===== src/rtl/max_min_tracker.sv =====
// Frame-based max/min tracker: collects FRAME_LEN samples, reports max, min and
// the first index of the max, and emits a one-hot compare code per accepted sample.
module max_min_tracker #(
    parameter int DATA_W    = 8,
    parameter int FRAME_LEN = 4
) (
    input  logic              iClk,
    input  logic              iRst_n,
    input  logic              iValid,
    input  logic [DATA_W-1:0] iData,
    output logic              oReady,
    output logic [2:0]        oCmp,
    output logic              oValid,
    output logic [DATA_W-1:0] oMax,
    output logic [DATA_W-1:0] oMin,
    output logic [3:0]        oMaxIdx,
    input  logic              iAck,
    output logic [1:0]        oDbgState
);

    localparam int CNT_W = 5;
    localparam logic [CNT_W-1:0] LAST_IDX = CNT_W'(FRAME_LEN - 1);

    localparam logic [2:0] CMP_NONE = 3'b000;
    localparam logic [2:0] CMP_GT   = 3'b001;
    localparam logic [2:0] CMP_EQ   = 3'b010;
    localparam logic [2:0] CMP_LT   = 3'b100;

    typedef enum logic [1:0] {
        IDLE  = 2'd0,
        ACCUM = 2'd1,
        DONE  = 2'd2
    } state_e;

    state_e            state_q, state_d;
    logic [DATA_W-1:0] max_q, max_d;
    logic [DATA_W-1:0] min_q, min_d;
    logic [DATA_W-1:0] prev_q, prev_d;
    logic [3:0]        idx_q, idx_d;
    logic [CNT_W-1:0]  cnt_q, cnt_d;
    logic [2:0]        cmp_q, cmp_d;
    logic              ready_w;
    logic              valid_w;
    logic              accept_w;

    // Handshake: a sample transfers on a rising edge where iValid && oReady;
    // the frame result transfers on a rising edge where oValid && iAck.
    assign accept_w = iValid && ready_w;

    always_ff @(posedge iClk or negedge iRst_n) begin
        if (!iRst_n) begin
            state_q <= IDLE;
        end else begin
            state_q <= state_d;
        end
    end

    always_comb begin
        state_d = state_q;
        case (state_q)
            IDLE: begin
                if (accept_w) begin
                    state_d = (FRAME_LEN == 1) ? DONE : ACCUM;
                end
            end
            ACCUM: begin
                if (accept_w && (cnt_q == LAST_IDX)) begin
                    state_d = DONE;
                end
            end
            DONE: begin
                if (iAck) begin
                    state_d = IDLE;
                end
            end
            default: state_d = IDLE;
        endcase
    end

    always_comb begin
        ready_w = (state_q != DONE);
        valid_w = (state_q == DONE);
    end

    always_comb begin
        max_d  = max_q;
        min_d  = min_q;
        prev_d = prev_q;
        idx_d  = idx_q;
        cnt_d  = cnt_q;
        cmp_d  = cmp_q;
        if (accept_w) begin
            prev_d = iData;
            cnt_d  = cnt_q + CNT_W'(1);
            if (state_q == IDLE) begin
                max_d = iData;
                min_d = iData;
                idx_d = 4'd0;
                cnt_d = CNT_W'(1);
                cmp_d = CMP_NONE;
            end else begin
                if (iData > prev_q) begin
                    cmp_d = CMP_GT;
                end else if (iData < prev_q) begin
                    cmp_d = CMP_LT;
                end else begin
                    cmp_d = CMP_EQ;
                end
                // Strict compares: ties keep the earlier index and value.
                if (iData > max_q) begin
                    max_d = iData;
                    idx_d = cnt_q[3:0];
                end
                if (iData < min_q) begin
                    min_d = iData;
                end
            end
        end else if ((state_q == DONE) && iAck) begin
            cnt_d = '0;
        end
    end

    always_ff @(posedge iClk or negedge iRst_n) begin
        if (!iRst_n) begin
            max_q  <= '0;
            min_q  <= '0;
            prev_q <= '0;
            idx_q  <= '0;
            cnt_q  <= '0;
            cmp_q  <= CMP_NONE;
        end else begin
            max_q  <= max_d;
            min_q  <= min_d;
            prev_q <= prev_d;
            idx_q  <= idx_d;
            cnt_q  <= cnt_d;
            cmp_q  <= cmp_d;
        end
    end

    assign oReady    = ready_w;
    assign oValid    = valid_w;
    assign oCmp      = cmp_q;
    assign oMax      = max_q;
    assign oMin      = min_q;
    assign oMaxIdx   = idx_q;
    assign oDbgState = state_q;

endmodule


===== config.mk =====
export PLATFORM = sky130hd
export DESIGN_NAME = max_min_tracker
export DESIGN_NICKNAME = d
export VERILOG_FILES = /design/src/rtl/max_min_tracker.sv
export SDC_FILE = /design/constraint.sdc
export NUM_CORES = 1
export LEC_CHECK = 0
export ABC_AREA = 0
export CAP_MARGIN = 20
export CORE_MARGIN = 4
export CORE_UTILIZATION = 50
export CTS_BUF_LIST = sky130_fd_sc_hd__clkbuf_4
export CTS_CLUSTER_SIZE = 10
export DETAILED_ROUTE_END_ITERATION = 7
export PLACE_DENSITY = 0.76
export SLEW_MARGIN = 20
export SYNTH_ARGS = -nofsm -noshare
export SYNTH_HDL_FRONTEND = slang
export SYNTH_SLANG_ARGS = --single-unit

===== constraint.sdc =====
create_clock -name iClk -period 3.8 [get_ports iClk]
set_input_delay 0.95 -clock iClk [delete_from_list [all_inputs] [get_ports iClk]]
set_output_delay 0.95 -clock iClk [all_outputs]
set_load 0.03 [all_outputs]

======== Word-level counts from Yosys, hierarchy flattened ========
Cells that the tools add are included.
operators by class
  add/sub/neg operators ................... 1
  order comparisons ....................... 4
  equal/unequal tests ..................... 7
  multiplexer cells ....................... 16
  reduce and logical (&&, ||, !) cells .... 10
operators with widths
  kind                 count
  $mux 8               4
  $gt 8x8->1           2
  $lt 8x8->1           2
  $mux 5               3
  $mux 3               3
  $mux 4               2
  $mux 2               3
  $ne 2x2->1 const B   3
  $pmux 2 s3           1
  $reduce_bool 2->1    3
  $add 5x1->5 const B  1
  $eq 5x2->1 const B   1
  $reduce_and 2->1     2
  $logic_and 1x1->1    3
  $reduce_and 3->1     1
  $eq 2x1->1 const B   1
  $eq 2x2->1 const B   1
  $logic_not 2->1      1
  $ne 2x1->1 const B   1
word-level totals
  flip-flop bits (word level) ............. 38
  input bits .............................. 12
  logic and storage cells ................. 45

======== Logic depth before layout (Yosys ltp) ========
  word-level depth ........................ 5
  gate-level depth with buffers ........... 7

======== Worst setup path after synthesis ========
Ideal clock, no wire load.
  path kind ............................... input to register
  start ................................... in iData[1]
  end ..................................... reg max_q[0], in the netlist oMax[0]
  library setup time ...................... 125 ps
  arrival time ............................ 2455 ps
  data required time ...................... 3675 ps
  path slack .............................. 1221 ps
  stages .................................. 6
  path buffers ............................ 0
  cell sequence ........................... ha_1 > nor2b_1 > o211ai_1 > a21oi_4 > o31ai_4 > mux2_2
between the ends
  cells in the longest elaborated chain, start to end .. 3
RTL lines
  element                             line  source
  start, declared                     10    input logic [DATA_W-1:0] iData,
  $gt 8x8->1                          110   if (iData > max_q) begin
  $reduce_bool 2->1 (no source line)  -
  $reduce_and 2->1 (no source line)   -
  end signal, assigned                132   max_q <= max_d;
  end, declared                       36    logic [DATA_W-1:0] max_q, max_d;
No other way between the ends.
A chain may end at the register's enable or synchronous reset.

======== Worst setup path after layout ========
Ends and elaborated chain as after synthesis.

==> summary.md <==
| Metric | Value |
|---|---|
| Psw | 0.945 mW |
| Logic pwr share | 0.552 |
| CP endpoint | oMax[0] |
| Syn_area_per_cell | 9.72 µm² |
| Final setup fails | 0 |
| Fmax achieved | 330 MHz |
| PwrDens | 760 nW/µm² |
| Core Region | 4410 µm² |
| CTS tree | built |
| Reg area | 951 µm² |
| Critical Path Max Stage Delay | 630 ps |
| N_diodes | 0 |
| Post-synthesis register bit count | 38 |
| Die W | 76.0 µm |
| Crit Path Class | input port to flip-flop |
| Total CTS buffers | 5 |
| Total wire length | 5.14 mm |
| Switching Share | 0.439 |
| Final core utilization | 0.641 |
| RSZ-0062 raised after global routing | false |
| Initial Util | 0.524 |
| Die height | 76.0 µm |
| CP delay by family, top | compound AO/OA/AOI/OAI gates |
| Outcome | finished clean |
| Clk pwr share | 0.129 |
| Placer Congestion | 0.829 |
| Residual DRC | 0 |
| Met1 WL | 2.48 mm |
| Internal power | 1.21 mW |
| CP Launch Point | iData[1] |
| I/O Buffers | 38 |
| Rows | 24 |
| Critical-path top delay cell | clkdlybuf4s50_1 |
| Setup TNS | 0 ps |
| CTS sink count | 38 |
| FILL cells | 357 |
| CTS root buffer | clkbuf_4 |
| # nets final | 315 |
| DIE AREA | 5780 µm² |
| Period utilization | 0.797 |
| Path length in cells of the critical path | 7 |
| R2R depth | 7 |
| Critical path launch point type | input port |
| Vias per cell | 5.69 |
| Global-route wire length before repair | 9.03 mm |
| WHS Path Cells | 1 |
| LEAKAGE | 1.30 nW |
| Flop-to-flop setup slack | 1540 ps |
| Worst-Skew Late Latency | 350 ps |
| Mapped Cells | 238 |
| Global-route usage over all layers | 0.188 |
| Synth Cell Area | 2310 µm² |
| Post-synth EDFFs | 0 |
| Seq pwr share | 0.319 |
| Slew Limit Headroom | 0.438 |
| Buffers & Inverters on Critical Path | 1 |
| Cell variety after synth | 40 |
| CTS clk-pin slew, worst paths | 120 ps |
| Max-Cap Viols | 0 |
| Ys Warns | 0 |
| Worst Setup End Kind | flip-flop |
| Layout cell share with drive strength beyond 1 | 0.0893 |
| DRT antenna net count | 0 |
| Arrival time worst endpoint | 3260 ps |
| Worst-path cell chain | clkdlybuf4s50_1, ha_1, nor2b_1, o211ai_1, a21oi_4, o31ai_4, mux2_2 |
| Via count | 1888 |
| Final hold vios | 0 |
| Area grow syn2layout | 22.4% |
| Io pins | 39 |
| Min cycle time layout | 3030 ps |
| Iter 0 DRT Violations | 100 |
| Async S/R FF share, synth | 1.00 |
| Main flop type after synthesis | dfrtp_1 |
| Max FO, Critical Path | 8 |
| Final HPWL DP | 3.85 mm |
| # hold bufs at CTS | 0 |
| Clk_skew | 12.1 ps |
| H-tree levels | 2 |
| Highest routed layer | met4 |
| Grt ovf | 0 |
| Pin count of the biggest net entering global routing | 39 |
| Register area share after synthesis | 0.411 |
| First-pass DRT Iterations | 4 |
| Actual slew at the worst max-slew pin | 843 ps |
| Pwr Total | 2.15 mW |
| Peak VDD IR | 0.373 mV |
| Vias in the first global route | 1886 |
| Longest Clk Path Bufs | 2 |
| Worst r2r src | oMax[1] |
| Post-cts sizing count | 0 |
| Setup Fix Bufs, Post-CTS | 0 |
| Initial antenna violation count | 0 |
| Hold Crit Class | flip-flop to flip-flop |
| Syn nets | 274 |
| Combined area of the multi-input logic cells | 1230 µm² |
| Metal3 WL | 224 µm |
| Post-DR wirelength/cell | 15.5 µm |
| RR Endpoint | oMax[0] |
| Routed wl met2 | 2.40 mm |
| Final max-slew violation count | 0 |
| CP required | 4030 ps |
synth_stat cells (2+ instances only):
cell type	count	area, µm²
a21oi_1	7	35.0
and2_1	2	12.5
a21o_1	4	30.0
o211ai_1	10	75.1
dfrtp_1	38	951
nor3_1	8	40.0
nand2_1	30	113
nor3b_1	7	52.6
nand3_1	3	15.0
nor2b_1	3	18.8
nor2_1	4	15.0
o21ai_0	12	60.1
ha_1	24	300
inv_1	26	97.6
o21a_1	2	15.0
xor2_1	2	17.5
a221o_1	4	40.0
clkbuf_1	7	26.3
o21ai_1	3	15.0
and3_1	5	31.3
o311ai_0	7	61.3
nand2b_1	2	12.5
nand4_1	3	18.8
mux2_2	8	90.1
o21bai_1	2	15.0
cell families (layout without fill, tap and decap cells):
logic type	after synthesis	count (layout)	synth area share
xor gates and xnor gates	2	2	0.00758
and+or+nand+nor	72	72	0.159
DFF	38	38	0.411
muxes	8	8	0.0390
buffers and inverters	34	76	0.0552
adders and majority gates	24	24	0.130
AOI/OAI and AO/OA	60	60	0.199
power groups by stage:
stage | registers (mW) | logic, mW | clock network [mW]
after detailed placement | 0.692 | 1.19 | 0
after CTS | 0.687 | 1.19 | 0.282
final | 0.686 | 1.19 | 0.278
after global placement | 0.690 | 1.16 | 0
after global routing | 0.714 | 1.30 | 0.302
after floorplan | 0.898 | 0.557 | 0
cell usage in the layout (no fill, tap or decap), types with 5 or more instances in the layout:
master | netlist | layout
a21oi_1 | 7 | 7
o211ai_1 | 10 | 10
clkdlybuf4s50_1 | 0 | 37
o21ai_0 | 12 | 12
mux2_2 | 8 | 8
dfrtp_1 | 38 | 38
ha_1 | 24 | 24
clkbuf_4 | 0 | 5
and3_1 | 5 | 5
nand2_1 | 30 | 30
nor3_1 | 8 | 8
o311ai_0 | 7 | 7
inv_1 | 26 | 26
nor3b_1 | 7 | 7
stage by stage:
step / hold slack [ps] / cell area, µm² / cells / setup slack [ps]
after floorplan: 454 / 2310 / 238 / 1220
after global placement: 479 / 2750 / 324 / 476
after detailed placement: 480 / 2750 / 324 / 435
after CTS: 489 / 2830 / 332 / 766
after global routing: 525 / 2830 / 332 / 695
final: 486 / 2830 / 332 / 772
worst min-delay path by stage:
stage / startpoint / end / slack, ps
2_1_floorplan: prev_q[0] / prev_q[0] / 450
3_3_place_gp: oCmp[0] / oCmp[0] / 480
3_5_place_dp: oDbgState[1] / oDbgState[0] / 480
4_1_cts: oDbgState[1] / oDbgState[0] / 490
5_1_grt: oDbgState[1] / oDbgState[0] / 520
6_report: oDbgState[1] / oDbgState[0] / 490
layout make-up:
type / count / area share
clock buffers: 5 / 0.0133
clock inverters: 3 / 0.0141
inverters: 26 / 0.0345
multi-input cells: 166 / 0.436
flip-flops and latches: 38 / 0.336
well taps: 52 / 0.0230
repair buffers: 42 / 0.143
per-layer routing:
layer / GRT usage / vias up
met5: 0 / -
met4: 0.0409 / 0
met3: 0.0426 / 5
met2: 0.295 / 43
met1: 0.264 / 901
li1: - / 939
sequential cells by signal (all words and copies together), names as in the netlist:
signal	flops
cnt_q	5
oCmp	3
oDbgState	2
oMax	8
oMaxIdx	4
oMin	8
prev_q	8
(Power assumes the default switching activity.)
